`src/rtl/imem_load_if.sv`:
```
// Byte-stream receive handshake and instruction-memory write port of the program loader.
interface imem_load_if #(
  parameter int unsigned ADDR_W = 5
) ();
  logic [7:0]        rx_data;
  logic              rx_valid;
  logic              rx_ready;
  logic              imem_we;
  logic [ADDR_W-1:0] imem_addr;
  logic [31:0]       imem_wdata;

  modport master (
    input  rx_data, rx_valid,
    output rx_ready, imem_we, imem_addr, imem_wdata
  );

  modport slave (
    output rx_data, rx_valid,
    input  rx_ready, imem_we, imem_addr, imem_wdata
  );
endinterface

```
`src/rtl/imem_load_ctrl.sv`:
```
// Loads a hex-ASCII program from a UART byte stream into instruction memory, then releases the CPU.
// Define IMEM_LOAD_UPPER_EN to also accept upper-case hex digits A-F.
//
// state   | meaning
// IDLE    | after reset, waiting for start
// COLLECT | accepting bytes, assembling a 32-bit word
// WRITE   | one-cycle write strobe of the assembled word
// DONE    | program loaded, CPU running
// ERROR   | malformed input, waiting for start
module imem_load_ctrl #(
  parameter int unsigned ADDR_W    = 5,
  parameter logic [7:0]  TERM_CHAR = 8'h2E
) (
  input  logic              clk,
  input  logic              resetn,
  input  logic              start,
  imem_load_if.master       bus,
  output logic              cpu_run,
  output logic              busy,
  output logic              err,
  output logic [ADDR_W:0]   word_count
);

  localparam logic [ADDR_W:0] DEPTH = {1'b1, {ADDR_W{1'b0}}};

  typedef enum logic [2:0] {
    S_IDLE,
    S_COLLECT,
    S_WRITE,
    S_DONE,
    S_ERROR
  } state_t;

  state_t            state_q, state_d;
  logic [2:0]        nib_q, nib_d;
  logic [ADDR_W-1:0] addr_q, addr_d;
  logic [ADDR_W:0]   wcnt_q, wcnt_d;
  logic [31:0]       word_q, word_d;
  logic [1:0]        sync_q, sync_d;

  logic       is_dec, is_lc, is_uc, is_hex, is_ws, rx_fire;
  logic [3:0] hex_val;
  logic [ADDR_W:0] wcnt_inc;

  always_comb begin
    is_dec = (bus.rx_data >= 8'h30) && (bus.rx_data <= 8'h39);
    is_lc  = (bus.rx_data >= 8'h61) && (bus.rx_data <= 8'h66);
`ifdef IMEM_LOAD_UPPER_EN
    is_uc  = (bus.rx_data >= 8'h41) && (bus.rx_data <= 8'h46);
`else
    is_uc  = 1'b0;
`endif
    is_hex  = is_dec | is_lc | is_uc;
    // letters a-f / A-F carry 1..6 in their low nibble
    hex_val = is_dec ? bus.rx_data[3:0] : bus.rx_data[3:0] + 4'd9;
    is_ws   = (bus.rx_data == 8'h20) || (bus.rx_data == 8'h0A) || (bus.rx_data == 8'h0D);
  end

  always_comb begin
    state_d  = state_q;
    nib_d    = nib_q;
    addr_d   = addr_q;
    wcnt_d   = wcnt_q;
    word_d   = word_q;
    sync_d   = {sync_q[0], 1'b1};
    rx_fire  = bus.rx_valid && (state_q == S_COLLECT);
    wcnt_inc = wcnt_q + 1'b1;

    case (state_q)
      S_IDLE, S_DONE, S_ERROR: begin
        if (start) begin
          state_d = S_COLLECT;
          nib_d   = 3'd0;
          addr_d  = '0;
          wcnt_d  = '0;
        end
      end
      S_COLLECT: begin
        if (rx_fire) begin
          if (is_hex) begin
            word_d = {word_q[27:0], hex_val};
            nib_d  = nib_q + 3'd1;
            if (nib_q == 3'd7) state_d = S_WRITE;
          end else if (nib_q != 3'd0) begin
            state_d = S_ERROR;
          end else if (bus.rx_data == TERM_CHAR) begin
            state_d = S_DONE;
          end else if (!is_ws) begin
            state_d = S_ERROR;
          end
        end
      end
      S_WRITE: begin
        addr_d  = addr_q + 1'b1;
        wcnt_d  = wcnt_inc;
        nib_d   = 3'd0;
        state_d = (wcnt_inc == DEPTH) ? S_DONE : S_COLLECT;
      end
      default: state_d = S_IDLE;
    endcase
  end

  always_ff @(posedge clk or negedge resetn) begin
    if (!resetn) begin
      sync_q <= 2'b00;
    end else begin
      sync_q <= sync_d;
    end
  end

  // state advances only once the released reset has passed the synchronizer
  always_ff @(posedge clk or negedge resetn) begin
    if (!resetn) begin
      state_q <= S_IDLE;
      nib_q   <= 3'd0;
      addr_q  <= '0;
      wcnt_q  <= '0;
      word_q  <= 32'h0;
    end else if (sync_q[1]) begin
      state_q <= state_d;
      nib_q   <= nib_d;
      addr_q  <= addr_d;
      wcnt_q  <= wcnt_d;
      word_q  <= word_d;
    end
  end

  assign bus.rx_ready   = (state_q == S_COLLECT);
  assign bus.imem_we    = (state_q == S_WRITE);
  assign bus.imem_addr  = addr_q;
  assign bus.imem_wdata = word_q;
  assign cpu_run        = (state_q == S_DONE);
  assign busy           = (state_q == S_COLLECT) || (state_q == S_WRITE);
  assign err            = (state_q == S_ERROR);
  assign word_count     = wcnt_q;

endmodule
```
`src/flat_wrapper.sv`:
```
// flat-port wrapper written by rule: the top's interface ports become plain ports
module imem_load_ctrl_flat 
#(
  parameter int unsigned ADDR_W    = 5,
  parameter logic [7:0]  TERM_CHAR = 8'h2E
)
  (clk, resetn, start, cpu_run, busy, err, word_count, bus_rx_data, bus_rx_valid, bus_rx_ready, bus_imem_we, bus_imem_addr, bus_imem_wdata);
  imem_load_if #(.ADDR_W(ADDR_W)) bus_i ();
  input  logic clk;
  input  logic resetn;
  input  logic start;
  output logic cpu_run;
  output logic busy;
  output logic err;
  output logic [ADDR_W:0] word_count;
  input wire logic [$bits(bus_i.rx_data)-1:0] bus_rx_data;
  input wire logic [$bits(bus_i.rx_valid)-1:0] bus_rx_valid;
  output wire logic [$bits(bus_i.rx_ready)-1:0] bus_rx_ready;
  output wire logic [$bits(bus_i.imem_we)-1:0] bus_imem_we;
  output wire logic [$bits(bus_i.imem_addr)-1:0] bus_imem_addr;
  output wire logic [$bits(bus_i.imem_wdata)-1:0] bus_imem_wdata;
  assign bus_i.rx_data = bus_rx_data;
  assign bus_i.rx_valid = bus_rx_valid;
  assign bus_rx_ready = bus_i.rx_ready;
  assign bus_imem_we = bus_i.imem_we;
  assign bus_imem_addr = bus_i.imem_addr;
  assign bus_imem_wdata = bus_i.imem_wdata;
  imem_load_ctrl #(.ADDR_W(ADDR_W), .TERM_CHAR(TERM_CHAR)) u_core (.clk(clk), .resetn(resetn), .start(start), .bus(bus_i), .cpu_run(cpu_run), .busy(busy), .err(err), .word_count(word_count));
endmodule
```
`config.mk`:
```
export PLATFORM = sky130hd
export DESIGN_NAME = imem_load_ctrl_flat
export DESIGN_NICKNAME = d
export VERILOG_FILES = /design/src/rtl/imem_load_if.sv /design/src/rtl/imem_load_ctrl.sv /design/src/flat_wrapper.sv
export SDC_FILE = /design/constraint.sdc
export NUM_CORES = 1
export LEC_CHECK = 0
export CELL_PAD_IN_SITES_DETAIL_PLACEMENT = 0
export CELL_PAD_IN_SITES_GLOBAL_PLACEMENT = 1
export CORE_MARGIN = 4
export CORE_UTILIZATION = 43
export DETAILED_ROUTE_END_ITERATION = 16
export PLACE_DENSITY = 0.94
export SLEW_MARGIN = 10
export SYNTH_ARGS = -nofsm -noshare
export SYNTH_HDL_FRONTEND = slang
export SYNTH_SLANG_ARGS = --single-unit
export TNS_END_PERCENT = 10
```
`constraint.sdc`:
```
create_clock -name clk -period 3 [get_ports clk]
set_input_delay 0.3 -clock clk [delete_from_list [all_inputs] [get_ports clk]]
set_output_delay 0.3 -clock clk [all_outputs]
set_load 0.01 [all_outputs]
```
Yosys cells after proc, flatten, opt, wreduce, memory -nomap -nowiden:

Index checks and enable logic that the tools add are counted.

* logic and storage cells: 63
* memory bits (writable): 0
* memory bits (read-only): 0
* bits of input ports: 12
* register bits after elaboration: 51
* memories: 0
* latch bits: 0
* output and inout port bits: 48

* add/sub/neg operators: 4
* multiplexer cells: 18
* bitwise operators: 1
* eq/ne operators: 15
* multiply operators: 0
* order comparisons: 4
* shifts and indexed selects: 0
* divide/modulo/power cells: 0
* reductions and logical operators: 15

Operators by type and width (count)
* two-way mux 3 bit: 10
* one-hot mux 3 bit (3 select lines): 2
* == test 8 x 4 -> 1 bit, second input constant: 2
* == test 8 x 6 -> 1 bit, second input constant: 2
* one-hot mux 6 bit (2 select lines): 1
* one-hot mux 5 bit (2 select lines): 1
* AND reduction 5 bit: 2
* >= comparator 8 x 6 -> 1 bit, second input constant: 1
* >= comparator 8 x 7 -> 1 bit, second input constant: 1
* less-or-equal comparator 8 x 6 -> 1 bit, second input constant: 1
* less-or-equal comparator 8 x 7 -> 1 bit, second input constant: 1
* adder 6 x 1 -> 6 bit, second input constant: 1
* == test 3 x 2 -> 1 bit, second input constant: 2
* == test 3 bit, second input constant: 2
* == test 6 bit, second input constant: 1
* two-way mux 6 bit: 1
* nonzero test 3 bit: 2
* adder 5 x 1 -> 5 bit, second input constant: 1
* two-way mux 5 bit: 1
* != test 5 x 4 -> 1 bit, second input constant: 1
* adder 4 bit, second input constant: 1
* two-way mux 4 bit: 1
* != test 2 x 1 -> 1 bit, second input constant: 2
* AND reduction 4 bit: 1
* 12 further kinds: 16

Logic depth before layout (Yosys ltp):

Gate-level depths: netlist (run 1).

* depth in word-level cells: 9
* gate-level depth with buffers: 8
* gate-level depth less buffers: 7

Least setup slack after synthesis (run 1):

Ideal clock, no wire load.

* kind: input to register
* start point: input port bus_rx_data[0]
* end point: register u_core.word_q[10] (netlist: u_core.bus.imem_wdata[10])
* library setup time: 125 ps
* data arrival time: 1969 ps
* path slack: 906 ps
* required time: 2875 ps
* path buffers: 1
* cell stages on the path: 7
* cell sequence: inv_1 ha_1 o21bai_4 a2111oi_4 o211ai_4 buf_6 mux2_4

* word-level cells in the longest chain between the ends: 4
* elaborated cells on any way between the ends: 8
* classes of those cells: 4 x order compare; 1 x bitwise; 3 x reduce/logical

RTL lines
* start, declared: RTL line flat_wrapper.sv:16 `input wire logic [$bits(bus_i.rx_data)-1:0] bus_rx_data;`
* >= comparator 8 x 6 -> 1 bit (tied with other cells): RTL line imem_load_ctrl.sv:46 `is_dec = (bus.rx_data >= 8'h30) && (bus.rx_data <= 8'h39);`
* logical AND 1 bit (on tied branches): RTL line imem_load_ctrl.sv:46, imem_load_ctrl.sv:47
* OR 1 bit *: RTL line imem_load_ctrl.sv:53 `is_hex = is_dec | is_lc | is_uc;`
* AND reduction 4 bit (no source line) *
* end signal, assigned: RTL line imem_load_ctrl.sv:124 `word_q <= word_d;`
* end, declared: RTL line imem_load_ctrl.sv:38 `logic [31:0] word_q, word_d;`

Mark *: on every way between the ends. The rest lies on a longest branch, timed or not.
A chain may end at the register's enable or synchronous reset.

Worst setup path after layout (run 1):

* start point: input port bus_rx_data[0]
* end point: register u_core.word_q[11] (netlist: u_core.bus.imem_wdata[11])

The elaborated chain is that of the path after synthesis.

==> results of run 1 <==
[registers in the layout (all words and copies together) (netlist names)]
register and count:
u_core.bus.imem_addr 5, u_core.bus.imem_wdata 32, u_core.state_q 3, u_core.word_count 6
u_core.sync_q 2, u_core.nib_q 3
[layout make-up]
| class | count | area [sq um] | area share, % |
|---|---|---|---|
| Tap cell | 75 | 93.84 | 2.734 |
| Clock inverter | 2 | 16.27 | 0.4739 |
| Clock buffer | 6 | 72.57 | 2.114 |
| Sequential cell | 51 | 1276 | 37.19 |
| Multi-Input combinational cell | 158 | 1291 | 37.62 |
| Inverter | 9 | 33.78 | 0.9843 |
| Timing Repair Buffer | 64 | 648.1 | 18.88 |
[path summary, 6_finish.rpt]
kind,startpoint,cells past startpoint,endpoint
max,bus_rx_data[0],8,u_core.bus.imem_wdata[11]
min,resetn,1,u_core.bus.imem_wdata[9]
max reg2reg,u_core.state_q[1],6,u_core.bus.imem_wdata[11]
min reg2reg,u_core.sync_q[0],0,u_core.sync_q[1]
max in group asynchronous,resetn,2,u_core.state_q[2]
min in group clk,u_core.sync_q[0],0,u_core.sync_q[1]
[through the flow]
stage | hold WS [ns] | setup slack, ns | instances | util, % | total power (uW)
after floorplan | 0.004409 | 0.9058 | 224 | - | 1123
after global placement | 0.3326 | 0.3568 | 357 | 56.13 | 1369
after detailed placement | 0.3364 | 0.2935 | 357 | 56.13 | 1382
after CTS | 0.09325 | 0.6262 | 365 | 57.63 | 1776
after global routing | 0.1290 | 0.4821 | 365 | 57.63 | 1887
final | 0.06428 | 0.6132 | 365 | 57.63 | 1754
[where the power goes]
group          internal, uW  leakage (uW)  switching [uW]
combinational           254      0.000886             275
sequential              745      0.000701            87.8
clock                   168     0.0000418             223
total                  1170       0.00163             586
[worst max-delay path, cell delays in order]
cell and delay [ns]:
clkdlybuf4s50_1 0.53, inv_1 0.11, ha_1 0.25, nor3b_1 0.16, nor4b_2 0.49, o211ai_4 0.22, buf_12 0.22, mux2_4 0.30
[layer usage]
layer / vias to the layer above / track usage (%) / wire length (um)
li1: 925 / - / -
met1: 906 / 21.25 / 2456
met2: 36 / 25.94 / 2641
met3: 4 / 1.806 / 213
met4: 0 / 5.949 / 84
met5: - / 0 / 0
[Yosys cell counts (2+ instances only)]
master and number:
a32o_1 2, and2b_1 2, clkbuf_1 2, and2_1 2
nor2b_1 2, xor2_1 4, nor4_1 2, a22o_1 2
nand3_1 6, nor2_1 15, and3_1 2, buf_6 4
a21o_1 2, a21oi_1 5, mux2_2 8, nand4bb_1 2
nand2b_1 4, mux2_4 21, ha_1 11, xnor2_1 4
inv_1 9, o21ai_0 20, a31oi_1 2, nand2_1 18
mux2i_1 2, dfrtp_1 51
[kinds of logic (layout without fill, tap and decap cells)]
kind of cell               after synthesis  after routing  share of synthesized area (%)
and+or+nand+nor                         62             62                          12.40
DFF                                     51             51                          48.09
AOI/OAI and AO/OA                       45             45                          12.26
muxes                                   31             31                          16.03
buffers and inverters                   15             81                          3.253
adders and majority gates               11             11                          5.186
xor gates and xnor gates                 8              8                          2.640
other                                    1              1                         0.1413
==> reports/metrics.csv, run 1 <==
stage,metric,value,unit
place,post-DP HPWL,4248,um
sta,minimum clock period,2.387,ns
sta,max frequency,419.0,MHz
power,Pwr Density,510.9,nW/um^2
power,Pleak,0.001629,uW
hold_path,Hold/Removal Path Class,in -> async,
final_layout,Final Cell Area,3432,sq um
die,number of core rows,28,
clock_tree,# hold bufs at CTS,0,
yosys,Ys Warns,0,
setup_path,CP max FO,13,
route,antenna-violating nets left,0,
sta,Final Hold Viols,0,
place,I/O Buffers,59,
yosys,"Seq/Total Area, Yosys",48.09,%
setup_path,critical path class,in -> reg,
yosys,syn nets,247,
clock_tree,CTS root buffer,clkbuf_8,
place,placer congestion estimate,0.8194,
final_layout,Final #Nets,312,
sta,TNS Setup,0,ns
die,Die Height,86.56,um
setup_path,critical path data arrival time,2.58,ns
yosys,syn_area_per_cell,11.85,sq um
final_layout,ant diodes,0,
final_layout,share of cells above drive strength 1,16.21,%
route,vias per inst,5.126,
yosys,cell accounting for the most synthesized area,dfrtp_1,
yosys,Synth top area share,48.09,%
route,Via Count,1871,
place,Placed Area,3343,sq um
clock_tree,H-tree Lvls,2,
global_route,largest net degree at the start of global routing,37,
route,WL per Instance,14.78,um
run_status,status,completed,
clock_tree,clock tree buffer depth,2,
global_route,initial antenna violation count,0,
route,DR pass1 iterations,4,
yosys,main flop type after synthesis,dfrtp_1,
yosys,"flops & latches, synth",51,
clock_tree,"Clk pin slew, worst setup/hold paths",0.10,ns
clock_tree,Skew-Pair Late Insertion Delay,0.30,ns
global_route,total track usage,15.71,%
global_route,Overflow after GRT,0,
global_route,vias in the first global route,1912,
setup_path,crit start category,input pin,
route,DRC errors left,0,
setup_path,Worst R2R Setup Slack,0.83,ns
final_layout,"commonest non-fill, non-tap cell in the layout",clkdlybuf4s50_1,
yosys,"top cells by area, synth","dfrtp_1, mux2_4, ha_1, o21ai_0, mux2_2",
die,Starting Density,44.56,%
setup_path,"Req. time, crit path",3.19,ns
clock_tree,CTS tree,yes,
die,number of top-level pins,60,
route,drt total wl,5396,um
final_layout,"commonest non-fill, non-tap cells in the layout","clkdlybuf4s50_1, dfrtp_1, mux2_4",
clock_tree,CTS sink cnt,51,
sta,Worst slew margin,47.48,%
yosys,"EDFF count, synth",0,
die,CORE AREA,5956,sq um
die,DIE WIDTH,86.56,um
sta,final setup violation count,0,
setup_path,Critical Path End Type,flip-flop,
yosys,cell count after synthesis,224,
route,Iteration-0 DRC Markers,112,
power,"IR drop worst, VDD",0.2791,mV
yosys,synthesized area,2654,sq um
die,die area,7493,sq um
global_route,first-pass GRT wire length,9335,um
clock_tree,cts bufs inserted,5,
final_layout,area added between synthesis and finish,29.33,%
flow_run,max cap viols,0,
clock_tree,# Post-CTS Setup Buffers,0,
yosys,asr flop ratio synth,100.0,%
yosys,count of cell types in the netlist,46,
clock_tree,post-CTS sizing,0,
sta,RSZ-0062 raised after global routing,no,
sta,Worst Tran Pin Value,0.7878,ns
final_layout,# fillers,520,
sta,clock skew,0.01303,ns
sta,final worst path period share,79.56,%
sta,Pins Over Slew Limit,0,
Note: power is estimated with default switching activity, not from simulation.
==> inputs of run 2 (changes only) <==
--- a/config.mk
+++ b/config.mk
@@ -8,9 +8,9 @@
 export CELL_PAD_IN_SITES_DETAIL_PLACEMENT = 0
 export CELL_PAD_IN_SITES_GLOBAL_PLACEMENT = 1
 export CORE_MARGIN = 4
-export CORE_UTILIZATION = 43
+export CORE_UTILIZATION = 39
 export DETAILED_ROUTE_END_ITERATION = 16
-export PLACE_DENSITY = 0.94
+export PLACE_DENSITY = 0.87
 export SLEW_MARGIN = 10
 export SYNTH_ARGS = -nofsm -noshare
 export SYNTH_HDL_FRONTEND = slang
==> constraint.sdc (replaced) <==
create_clock -name clk -period 2.3 [get_ports clk]
set_input_delay 0.23 -clock clk [delete_from_list [all_inputs] [get_ports clk]]
set_output_delay 0.23 -clock clk [all_outputs]
set_load 0.01 [all_outputs]
==> run 2 against run 1 <==
Via count is 3.6% higher. Largest cell class unchanged. Combinational power is 44% higher. Sequential power is 27% higher. Critical path depth is 5 lower. Die area is 9.3% higher. Flip-flop and latch count stayed put. Non-clock buffer count is 16 higher. Sequential share of layout area is 1.4 points lower. Clock skew is 0.0052 ns lower. Global-route usage is 2.0 points lower.
==> reports/metrics.csv, run 2 (synthesis gave the netlist of run 1 again) <==
stage,metric,value,unit,change
sta,clock skew,0.007842,ns,-0.005188 ns
hold_path,Hold/Removal Path Class,in -> async,,
final_layout,final core occ,54.92,%,-2.7 points
route,vias per inst,5.063,,-1.2%
setup_path,crit start category,flip-flop,,
place,I/O Buffers,59,,unchanged
final_layout,Post-Layout Cell Count,383,,+4.9%
sta,final worst path period share,94.25,%,
clock_tree,post-CTS sizing,0,,unchanged
die,number of core rows,29,,+3.6%
setup_path,Critical Path End Type,output pin,,
clock_tree,CTS root buffer,clkbuf_8,,
final_layout,"commonest non-fill, non-tap cells in the layout","clkdlybuf4s50_1, dfrtp_1, mux2_4",,
final_layout,"commonest non-fill, non-tap cell in the layout",clkdlybuf4s50_1,,
clock_tree,"Clk pin slew, worst setup/hold paths",0.09,ns,about the same
setup_path,"Req. time, crit path",2.07,ns,-1.12 ns
route,Via Count,1939,,+3.6%
sta,Final Hold Viols,0,,unchanged
route,drt total wl,5542,um,+2.7%
setup_path,Critical path origin,u_core.state_q[0],,
sta,RSZ-0062 raised after global routing,no,,
setup_path,CP max FO,8,,-5
sta,minimum clock period,2.168,ns,
clock_tree,CTS tree,yes,,
run_status,status,completed,,
clock_tree,clock tree buffer depth,2,,unchanged
final_layout,area added between synthesis and finish,34.42,%,
die,number of top-level pins,60,,unchanged
sta,Pins Over Slew Limit,0,,unchanged
die,Die Height,90.49,um,+4.5%
final_layout,share of cells above drive strength 1,20.26,%,+4.1 points
die,DIE WIDTH,90.49,um,+4.5%
clock_tree,# hold bufs at CTS,1,,+1
final_layout,max reg flops,32,,unchanged
final_layout,# fillers,559,,+7.5%
route,antenna-violating nets left,0,,unchanged
sta,TNS Setup,0,ns,unchanged
place,placer congestion estimate,0.8383,,+2.3%
clock_tree,CTS sink cnt,51,,unchanged
flow_run,max cap viols,0,,unchanged
route,DR pass1 iterations,4,,unchanged
setup_path,critical path data arrival time,1.94,ns,-0.64 ns
route,WL per Instance,14.47,um,-2.1%
power,total chip power,2457,uW,+40%
sta,worst hold slack,0.3390,ns,+0.2747 ns
clock_tree,cts bufs inserted,5,,unchanged
global_route,initial antenna violation count,0,,unchanged
setup_path,RR Startpoint,u_core.state_q[0],,
sta,final setup violation count,0,,unchanged
route,DRC errors left,0,,unchanged
clock_tree,H-tree Lvls,2,,unchanged
die,CORE AREA,6495,sq um,+9.1%
route,Iteration-0 DRC Markers,78,,-30%
die,die area,8188,sq um,+9.3%
global_route,Overflow after GRT,0,,unchanged
clock_tree,# Post-CTS Setup Buffers,0,,unchanged
global_route,largest net degree at the start of global routing,24,,-35%
place,dpl cells,374,,+4.8%
power,"IR drop worst, VDD",0.2752,mV,-1.4%
sta,max frequency,461.3,MHz,
global_route,first-pass GRT wire length,9315,um,-0.21%
power,Pleak,0.001716,uW,+5.4%
final_layout,ant diodes,0,,unchanged
global_route,vias in the first global route,1924,,+0.63%
place,post-DP HPWL,4262,um,+0.33%
clock_tree,Skew-Pair Late Insertion Delay,0.30,ns,about the same
global_route,total track usage,13.71,%,-2.0 points
die,Starting Density,40.86,%,-3.7 points
power,Pwr Density,688.8,nW/um^2,+35%
final_layout,Final #Nets,328,,+5.1%
setup_path,critical path class,reg -> out,,
[run 2: changes by cell type in the layout (fill, tap and decap cells not counted), sizes merged]
cell,delta
bufinv,+1
clkinvlp,-1
buf,+15
dlygate4sd3,+1
[run 2: worst paths after layout]
kind,endpoint,slack (ns),cells past startpoint
max,bus_rx_ready,0.13,3
min,u_core.bus.imem_wdata[1],0.34,2
max reg2reg,u_core.bus.imem_wdata[1],0.29,8
min reg2reg,u_core.sync_q[1],0.35,0
max in group asynchronous,u_core.word_count[3],1.37,3
min in group clk,u_core.sync_q[1],0.35,0
[run 2: power by group]
group          internal, uW  switching [uW]
registers               972            86.4
logic                   369             395
clock network           329             305
total                  1670             787
[run 2: metal layers]
| layer | wire length [um] | vias to the layer above | share of wire (%) | global-route usage (%) |
|---|---|---|---|---|
| met2 | 2734 | 39 | 49 | 23.72 |
| met3 | 210 | 6 | 3.8 | 2.250 |
| met1 | 2529 | 939 | 46 | 17.49 |
| met5 | 0 | - | 0 | 0 |
| li1 | - | 955 | - | - |
| met4 | 68 | 0 | 1.2 | 4.209 |
[run 2: area by class of cell]
class	instances	area, sq um	share of cell area [%]
Multi-Input combinational cell	158	1291	36.20
Sequential cell	51	1276	35.78
Timing Repair Buffer	80	758.2	21.26
Tap cell	77	96.34	2.701
Clock buffer	6	72.57	2.034
Clock inverter	2	38.79	1.087
Inverter	9	33.78	0.9470
[run 2: metrics by stage]
stage | instance area [sq um] | worst slack, ns
after CTS | 3567 | 0.1162
after detailed placement | 3446 | -0.1000
after floorplan | 2654 | 0.2758
after global routing | 3567 | 0.02263
after global placement | 3446 | -0.05147
final | 3567 | 0.1324
[run 2: critical path: stages, from the launching register on]
cell and delay (ns):
dfrtp_1 0.45, or3b_2 0.52, inv_1 0.12, clkdlybuf4s50_1 0.55
